===== config.mk =====
export PLATFORM = sky130hd
export DESIGN_NAME = seg7_scan_flat
export DESIGN_NICKNAME = d
export VERILOG_FILES = /design/src/rtl/seg7_scan_if.sv /design/src/rtl/seg7_scan.sv /design/src/flat_wrapper.sv
export SDC_FILE = /design/constraint.sdc
export NUM_CORES = 1
export LEC_CHECK = 0
export ABC_AREA = 0
export CAP_MARGIN = 30
export CORE_ASPECT_RATIO = 1.25
export CORE_MARGIN = 2
export CORE_UTILIZATION = 45
export DETAILED_ROUTE_END_ITERATION = 12
export GPL_TIMING_DRIVEN = 0
export PLACE_DENSITY = 0.71
export RECOVER_POWER = 100
export SKIP_CTS_REPAIR_TIMING = 1
export SKIP_LAST_GASP = 1
export SLEW_MARGIN = 15
export SYNTH_ARGS = -nofsm -noshare
export SYNTH_HDL_FRONTEND = slang
export SYNTH_SLANG_ARGS = --single-unit

===== constraint.sdc =====
create_clock -name MCLK -period 4.15 [get_ports MCLK]
set_input_delay 1.0375 -clock MCLK [delete_from_list [all_inputs] [get_ports MCLK]]
set_output_delay 1.0375 -clock MCLK [all_outputs]
set_load 0.02 [all_outputs]

===== src/rtl/seg7_scan_if.sv =====
// seg7_scan_if: display-data bundle between the alarm-clock controller
// (master) and the seven-segment scan driver (slave).
interface seg7_scan_if;
    logic [15:0] digits;
    logic [3:0]  dp_in;
    logic [3:0]  blank;
    logic [3:0]  blink;
    logic [6:0]  seg;
    logic [3:0]  an;
    logic        dp;

    modport master (
        output digits, dp_in, blank, blink,
        input  seg, an, dp
    );

    modport slave (
        input  digits, dp_in, blank, blink,
        output seg, an, dp
    );
endinterface


===== src/rtl/seg7_scan.sv =====
// seg7_scan: time-multiplexed driver for a 4-digit common-anode
// seven-segment display. One digit per refresh slot, with an anode-off
// guard interval at the start of each slot to suppress ghosting.
// All pins (seg/an/dp) are active-low and registered.
// Optional feature: define SEG7_BLINK_EN to enable per-digit blinking,
// with a blink half-period of BLINK_SCANS full scans.
module seg7_scan #(
    parameter int REFRESH_COUNT = 50000,
    parameter int GUARD         = 16,
    parameter int BLINK_SCANS   = 125
) (
    input  logic        MCLK,
    input  logic        reset,
    seg7_scan_if.slave  bus
);

    localparam int CNT_W = (REFRESH_COUNT > 2) ? $clog2(REFRESH_COUNT) : 1;
    localparam logic [CNT_W-1:0] CNT_LAST  = CNT_W'(REFRESH_COUNT - 1);
    localparam logic [CNT_W-1:0] GUARD_AT  = CNT_W'(GUARD);
    localparam bit               HAS_GUARD = (GUARD > 0);

    logic [CNT_W-1:0] cnt;
    logic [1:0]       idx;
    logic [6:0]       seg_q;
    logic [3:0]       an_q;
    logic             dp_q;
    logic             dark;
    logic             slot_end;
    logic             scan_end;

    // Hex nibble to active-low segment pattern, bits ordered g..a.
    function automatic logic [6:0] decode(input logic [3:0] nib);
        logic [6:0] pat;
        case (nib)
            4'h0: pat = 7'h40;
            4'h1: pat = 7'h79;
            4'h2: pat = 7'h24;
            4'h3: pat = 7'h30;
            4'h4: pat = 7'h19;
            4'h5: pat = 7'h12;
            4'h6: pat = 7'h02;
            4'h7: pat = 7'h78;
            4'h8: pat = 7'h00;
            4'h9: pat = 7'h10;
            4'hA: pat = 7'h08;
            4'hB: pat = 7'h03;
            4'hC: pat = 7'h46;
            4'hD: pat = 7'h21;
            4'hE: pat = 7'h06;
            default: pat = 7'h0E;
        endcase
        return pat;
    endfunction

    assign slot_end = (cnt == CNT_LAST);
    assign scan_end = slot_end && (idx == 2'd3);

`ifdef SEG7_BLINK_EN
    localparam int SCAN_W = (BLINK_SCANS > 1) ? $clog2(BLINK_SCANS) : 1;
    localparam logic [SCAN_W-1:0] SCAN_LAST = SCAN_W'(BLINK_SCANS - 1);

    logic [SCAN_W-1:0] scan_cnt;
    logic              phase;

    // Count completed scans; flip the blink phase every BLINK_SCANS scans.
    always_ff @(posedge MCLK) begin
        if (reset) begin
            scan_cnt <= '0;
            phase    <= 1'b0;
        end else if (scan_end) begin
            if (scan_cnt == SCAN_LAST) begin
                scan_cnt <= '0;
                phase    <= ~phase;
            end else begin
                scan_cnt <= scan_cnt + SCAN_W'(1);
            end
        end
    end

    assign dark = bus.blank[idx] | (phase & bus.blink[idx]);
`else
    logic unused_blink;

    assign dark         = bus.blank[idx];
    assign unused_blink = ^{bus.blink, BLINK_SCANS[0], scan_end};
`endif

    // Slot timer and digit pointer; idx wraps 3 -> 0 naturally in 2 bits.
    always_ff @(posedge MCLK) begin
        if (reset) begin
            cnt <= '0;
            idx <= 2'd0;
        end else if (slot_end) begin
            cnt <= '0;
            idx <= idx + 2'd1;
        end else begin
            cnt <= cnt + CNT_W'(1);
        end
    end

    // Output registers: load the current digit once per slot, blank at slot end.
    always_ff @(posedge MCLK) begin
        if (reset) begin
            seg_q <= 7'h7F;
            an_q  <= 4'hF;
            dp_q  <= 1'b1;
        end else if (cnt == GUARD_AT) begin
            if (dark) begin
                seg_q <= 7'h7F;
                an_q  <= 4'hF;
                dp_q  <= 1'b1;
            end else begin
                seg_q <= decode(bus.digits[{idx, 2'b00} +: 4]);
                an_q  <= ~(4'b0001 << idx);
                dp_q  <= ~bus.dp_in[idx];
            end
        end else if (HAS_GUARD && slot_end) begin
            seg_q <= 7'h7F;
            an_q  <= 4'hF;
            dp_q  <= 1'b1;
        end
    end

    assign bus.seg = seg_q;
    assign bus.an  = an_q;
    assign bus.dp  = dp_q;

endmodule


===== src/flat_wrapper.sv =====
// flat-port wrapper written by rule: the top's interface ports become plain ports
module seg7_scan_flat 
#(
    parameter int REFRESH_COUNT = 50000,
    parameter int GUARD         = 16,
    parameter int BLINK_SCANS   = 125
)
  (MCLK, reset, bus_digits, bus_dp_in, bus_blank, bus_blink, bus_seg, bus_an, bus_dp);
  seg7_scan_if bus_i ();
  input  logic MCLK;
  input  logic reset;
  input wire logic [$bits(bus_i.digits)-1:0] bus_digits;
  input wire logic [$bits(bus_i.dp_in)-1:0] bus_dp_in;
  input wire logic [$bits(bus_i.blank)-1:0] bus_blank;
  input wire logic [$bits(bus_i.blink)-1:0] bus_blink;
  output wire logic [$bits(bus_i.seg)-1:0] bus_seg;
  output wire logic [$bits(bus_i.an)-1:0] bus_an;
  output wire logic [$bits(bus_i.dp)-1:0] bus_dp;
  assign bus_i.digits = bus_digits;
  assign bus_i.dp_in = bus_dp_in;
  assign bus_i.blank = bus_blank;
  assign bus_i.blink = bus_blink;
  assign bus_seg = bus_i.seg;
  assign bus_an = bus_i.an;
  assign bus_dp = bus_i.dp;
  seg7_scan #(.REFRESH_COUNT(REFRESH_COUNT), .GUARD(GUARD), .BLINK_SCANS(BLINK_SCANS)) u_core (.MCLK(MCLK), .reset(reset), .bus(bus_i));
endmodule

=== Word-level counts from Yosys, hierarchy flattened ===
Memories as Yosys holds them, arrays and structs flattened.
Index checks and enable logic that the tools add are counted.

* Register bits: 30
* Bits in latches: 0
* Memory bits (writable): 0
* ROM bits: 112
* Input port bits: 30
* Output and inout bits: 12
* Logic and storage cells: 30
* Memories: 1

{| class="wikitable"
|+ Memories
! memory !! depth !! bits a word !! read ports !! clocked after memory_dff !! wr ports !! line !! RTL
|-
| (no name shown) || 16 || 7 || 1 || 0 || 0 || seg7_scan.sv:34 || <nowiki>case (nib)</nowiki>
|}

* Add/subtract/negate cells: 2
* Multipliers: 0
* Div/mod/pow operators: 0
* $lt $le $gt $ge: 1
* Equal/unequal tests: 2
* Shifts and indexed selects: 2
* Muxes and demuxes: 13
* Bitwise logic cells: 2
* Reductions and logical operators: 2

{| class="wikitable"
|+ Operators with widths
! cell !! number
|-
| 7-bit two-way mux || 3
|-
| 16-bit by 1-bit adder with 16-bit output, second input constant || 1
|-
| 16-bit equality test, second input constant || 1
|-
| 16-bit by 5-bit equality test with 1-bit output, second input constant || 1
|-
| 16-bit by 5-bit indexed part select with 4-bit output || 1
|-
| 4-bit two-way mux || 3
|-
| 1-bit two-way mux || 5
|-
| 1-bit binary-select mux with 2-bit select || 2
|-
| 4-bit NOT || 1
|-
| 1-bit by 2-bit left shift with 4-bit output, first input constant || 1
|-
| 2-bit by 3-bit less-than comparator with 1-bit output, second input constant || 1
|-
| 2-bit by 1-bit adder with 2-bit output, second input constant || 1
|-
| 2-bit nonzero test || 1
|-
| 2-bit OR reduction || 1
|-
| 1-bit NOT || 1
|}

=== Depth between registers and ports, before layout ===
* Word-level depth: 5
* Mapped depth: 8
* Gate-level depth less buffers: 7

=== Worst setup path before layout ===
No wires, ideal clock.

* Kind: input to register
* Start: input bus_digits[5]
* End: register u_core.seg_q[6], in the netlist u_core.bus.seg[6]
* Setup time: 0.135 ns
* Arrival: 2.349 ns
* Data required time: 4.015 ns
* Setup slack: 1.665 ns
* Stages: 6
* Buffers on the path: 0
* Cells stage by stage: mux4_1 ha_1 or2b_1 o21ai_0 a2bb2oi_1 a21oi_1

* Word-level cells in the longest chain between the ends: 4

{| class="wikitable"
|+ RTL lines
! element !! line !! RTL
|-
| from (decl) || flat_wrapper.sv:12 || <nowiki>input wire logic [$bits(bus_i.digits)-1:0] bus_digits;</nowiki>
|-
| 16-bit by 5-bit indexed part select with 4-bit output || seg7_scan.sv:113 || <nowiki>seg_q <= decode(bus.digits[{idx, 2'b00} +: 4]);</nowiki>
|-
| memory 16 x 7 bit || - ||
|-
| 7-bit two-way mux || seg7_scan.sv:108 || <nowiki>if (dark) begin</nowiki>
|-
| 7-bit two-way mux || seg7_scan.sv:107 || <nowiki>end else if (cnt == GUARD_AT) begin</nowiki>
|-
| to (signal assigned) || seg7_scan.sv:113 ||
|-
| to (decl) || seg7_scan.sv:24 || <nowiki>logic [6:0] seg_q;</nowiki>
|}

No other way between the ends.
A chain may end at the register's enable or synchronous reset.

=== Worst setup path in the final report ===
* Start: input bus_digits[1]
* End: register u_core.seg_q[6], in the netlist u_core.bus.seg[6]

Same word-level chain as after synthesis.

==> results.md <==
* Io pins at 42
* Die extent in y at around 74 um
* Cell count of the worst hold path at 2
* Final count of pins violating max slew at 0
* DP Cell Count at 280
* Post-Synthesis Mean Instance Area at between 9 and 10 um^2
* Top achievable clock speed at roughly 350 MHz
* CP cell instances: dlygate4sd3_1, mux4_1, ha_1, or2b_1, o21ai_0, a2bb2oi_1, a21oi_1
* Synthesized netlist cell count at between 150 and 200
* Setup crit end kind: register
* Wire length of the first global-routing pass at roughly 5900 um
* Area enclosed by the die boundary at 4480 um^2
* IR drop worst, VDD at around 0.18 mV
* Cell area after layout at 2260 um^2
* First-iteration detailed-routing DRC count at between 50 and 60
* Cell Rows at 25
* Final Skew at 8.15 ps
* Setup WS pre-CTS at ~1100 ps
* Fill cell count at around 340
* Number of detailed-route iterations in the first pass at 4
* Number of synthesis warnings at 0
* Number of buffers created by CTS at 5
* Tightest Hold Check Type: reg2reg
* Total negative slack for setup checks at 0 ps
* Crit-path slowest cell: mux4_1
* Min setup slack post-route at roughly 1300 ps
* Max-slew headroom at 0.633
* FF-to-FF End: u_core.bus.seg[6]
* WL per Instance at approximately 12 um
* Number of global-route vias before repair at around 1400
* CP required at 4300 ps
* Utilization after layout at 0.598
* Portion of the clock cycle consumed by the worst path in the final layout at 0.686
* H-Tree Depth at 2
* P_leak at roughly 0.82 nW
* Power after layout at ~600 uW
* Cell depth of the worst flop-to-flop path at 7
* Most common cell after layout, fill and taps aside: dfxtp_1
* DR DRC count at 0
* Max-cap violations at 0
* Number of library cell types mapped by synthesis at 42
* Fraction of final layout cells sized beyond drive strength 1 at 0.0769
* Critical-path maximum fanout at 5
* CP max stage delay at between 500 and 600 ps
* Unrepaired setup endpoints after global routing: false
* Worst R2R Start: u_core.idx[0]
* Routed Antenna Nets at 0
* Hold path start: u_core.bus.an[0]
* Antenna cells at 0
* Placed inst area at 2210 um^2
* Post-route non-filler standard cell count at between 200 and 300
* Cell at the root of the clock tree: clkbuf_8
* Area of the core at around 3800 um^2
* Hold Path End: u_core.bus.an[0]
* Final-stage net count at 275
* TritonCTS clock tree: built
* Power density normalized to cell area at ~260 nW/um^2
* Reg-to-reg slack, setup at a little under 2000 ps
* Routed vias at 1481
* Maximum number of pins on one net before global-route repair at 11
* Shortest period the worst path allows at around 2800 ps
* Sum of routed wire length over all layers at roughly 3500 um
* Port bufs at 36
* Number of sinks on the clock net at 30
* Crit Path Category: in2reg
* Largest buffer count on any clock path at 2
* Startpoint types: input pin
* Skew-Pair Late Insertion Delay at 280 ps
* Register bit total from synthesis at 30
* Post-synthesis instance area at roughly 1800 um^2
* Number of vias per cell after detailed routing at 5.14
* Dpl hpwl at approximately 2800 um
* Commonest cells after routing, fill and taps aside: dfxtp_1, nor2_1, clkdlybuf4s50_1
* Worst hold slack at 473 ps
* Antenna violations before repair at 0
* Net count after synthesis at around 230
* Sequential fraction of the synthesis area at 0.337
* Area growth from synthesis to layout at 27.2%
* Weighted congestion reported at the end of routability-driven placement at 0.802
* Starting density of the core at 0.470
* Total of endpoints with negative setup slack in the final report at 0
* Status: finished clean
* Die outline width at 60.3 um
* GRT Residual Overflow at 0
* Fin. Hold Viols at 0
* Global-route usage over all layers at 0.174
* Critical path data arrival time at between 2000 and 3000 ps
* Slew at the pin closest to its max-slew limit at 547 ps
* Clock transition at the registers of the reported paths at approximately 70 ps
-- registers in the layout, summed over array words and instances (netlist names) --
name and flops:
u_core.bus.an 4, u_core.idx 2, u_core.cnt 16, u_core.bus.seg 7, u_core.bus.dp 1
-- area by class of cell --
| cell class | instances | area [um^2] | area share |
|---|---|---|---|
| Clock buffer | 7 | 86.3 | 0.0381 |
| Inverter | 12 | 45.0 | 0.0199 |
| Tap cell | 54 | 67.6 | 0.0298 |
| Multi-Input combinational cell | 140 | 1050 | 0.464 |
| Buffer | 8 | 50.0 | 0.0221 |
| Sequential cell | 30 | 601 | 0.265 |
| Timing Repair Buffer | 36 | 360 | 0.159 |
| Clock inverter | 1 | 5.00 | 0.00221 |
-- metal layers --
layer / routed length (um) / track usage / up-vias / part of all wire
met5: 0 / 0 / - / 0
met4: 55 / 0.0790 / 0 / 0.016
met3: 189 / 0.0522 / 7 / 0.053
met2: 1820 / 0.296 / 40 / 0.51
met1: 1480 / 0.197 / 676 / 0.42
li1: - / - / 758 / -
-- Yosys cell counts --
cell	number	area, um^2
a2bb2oi_1	1	8.76
dfxtp_1	30	601
mux4_2	2	45.0
and4_1	1	8.76
nor4_1	3	18.8
xor2_1	4	35.0
a221oi_1	1	8.76
and2_1	2	12.5
a32oi_1	1	8.76
mux2i_1	2	20.0
xnor2_1	11	96.3
clkbuf_1	2	7.51
and2_2	1	7.51
mux4_1	4	105
buf_2	2	10.0
nand2_1	13	48.8
nor4_4	1	21.3
ha_1	12	150
nor4b_1	1	8.76
mux2_2	1	11.3
o2bb2ai_1	5	43.8
o21ai_0	2	10.0
inv_1	12	45.0
and3_1	3	18.8
nand2b_1	7	43.8
buf_4	2	15.0
nand4b_4	1	23.8
or2b_1	1	7.51
nor2_1	24	90.1
nor2b_1	1	6.26
o211ai_1	1	7.51
a21oi_1	4	20.0
nand4_1	1	6.26
buf_6	2	22.5
a22oi_1	1	7.51
a21oi_2	2	17.5
nand2b_4	1	13.8
nand3_1	8	40.0
nor3_1	10	50.1
and4b_1	1	10.0
a31oi_1	5	31.3
nor3_4	1	16.3
-- power breakdown --
group / switching (mW) / total, mW / internal, mW / leakage, nW
clock network: 0.108 / 0.242 / 0.134 / 0.0482
logic: 0.0251 / 0.0620 / 0.0369 / 0.529
registers: 0.00274 / 0.293 / 0.290 / 0.243
-- how the worst max path moves through the flow --
stage	from	endpoint	slack, ps	cells past startpoint
after floorplan	bus_digits[5]	u_core.bus.seg[6]	1670	6
after global placement	bus_digits[5]	u_core.bus.seg[6]	1150	7
after detailed placement	bus_digits[5]	u_core.bus.seg[6]	1140	7
after CTS	bus_digits[5]	u_core.bus.seg[6]	1440	7
after global routing	bus_digits[1]	u_core.bus.seg[3]	1160	7
final	bus_digits[1]	u_core.bus.seg[6]	1300	7
-- kinds of logic after synthesis --
group,Yosys count,share of synthesized area
flops,30,0.337
xor+xnor,15,0.0738
fa+ha+maj,12,0.0843
buf+inv,20,0.0562
compound gates,23,0.0921
mux,9,0.102
simple gates,81,0.254
-- critical path: cells and delay by family --
| family | cells | cell delay, ps |
|---|---|---|
| fa+ha+maj | 1 | 250 |
| mux | 1 | 580 |
| simple gates | 1 | 240 |
| compound gates | 3 | 370 |
| buf+inv | 1 | 520 |
Note: power is estimated with default switching activity, not from simulation.
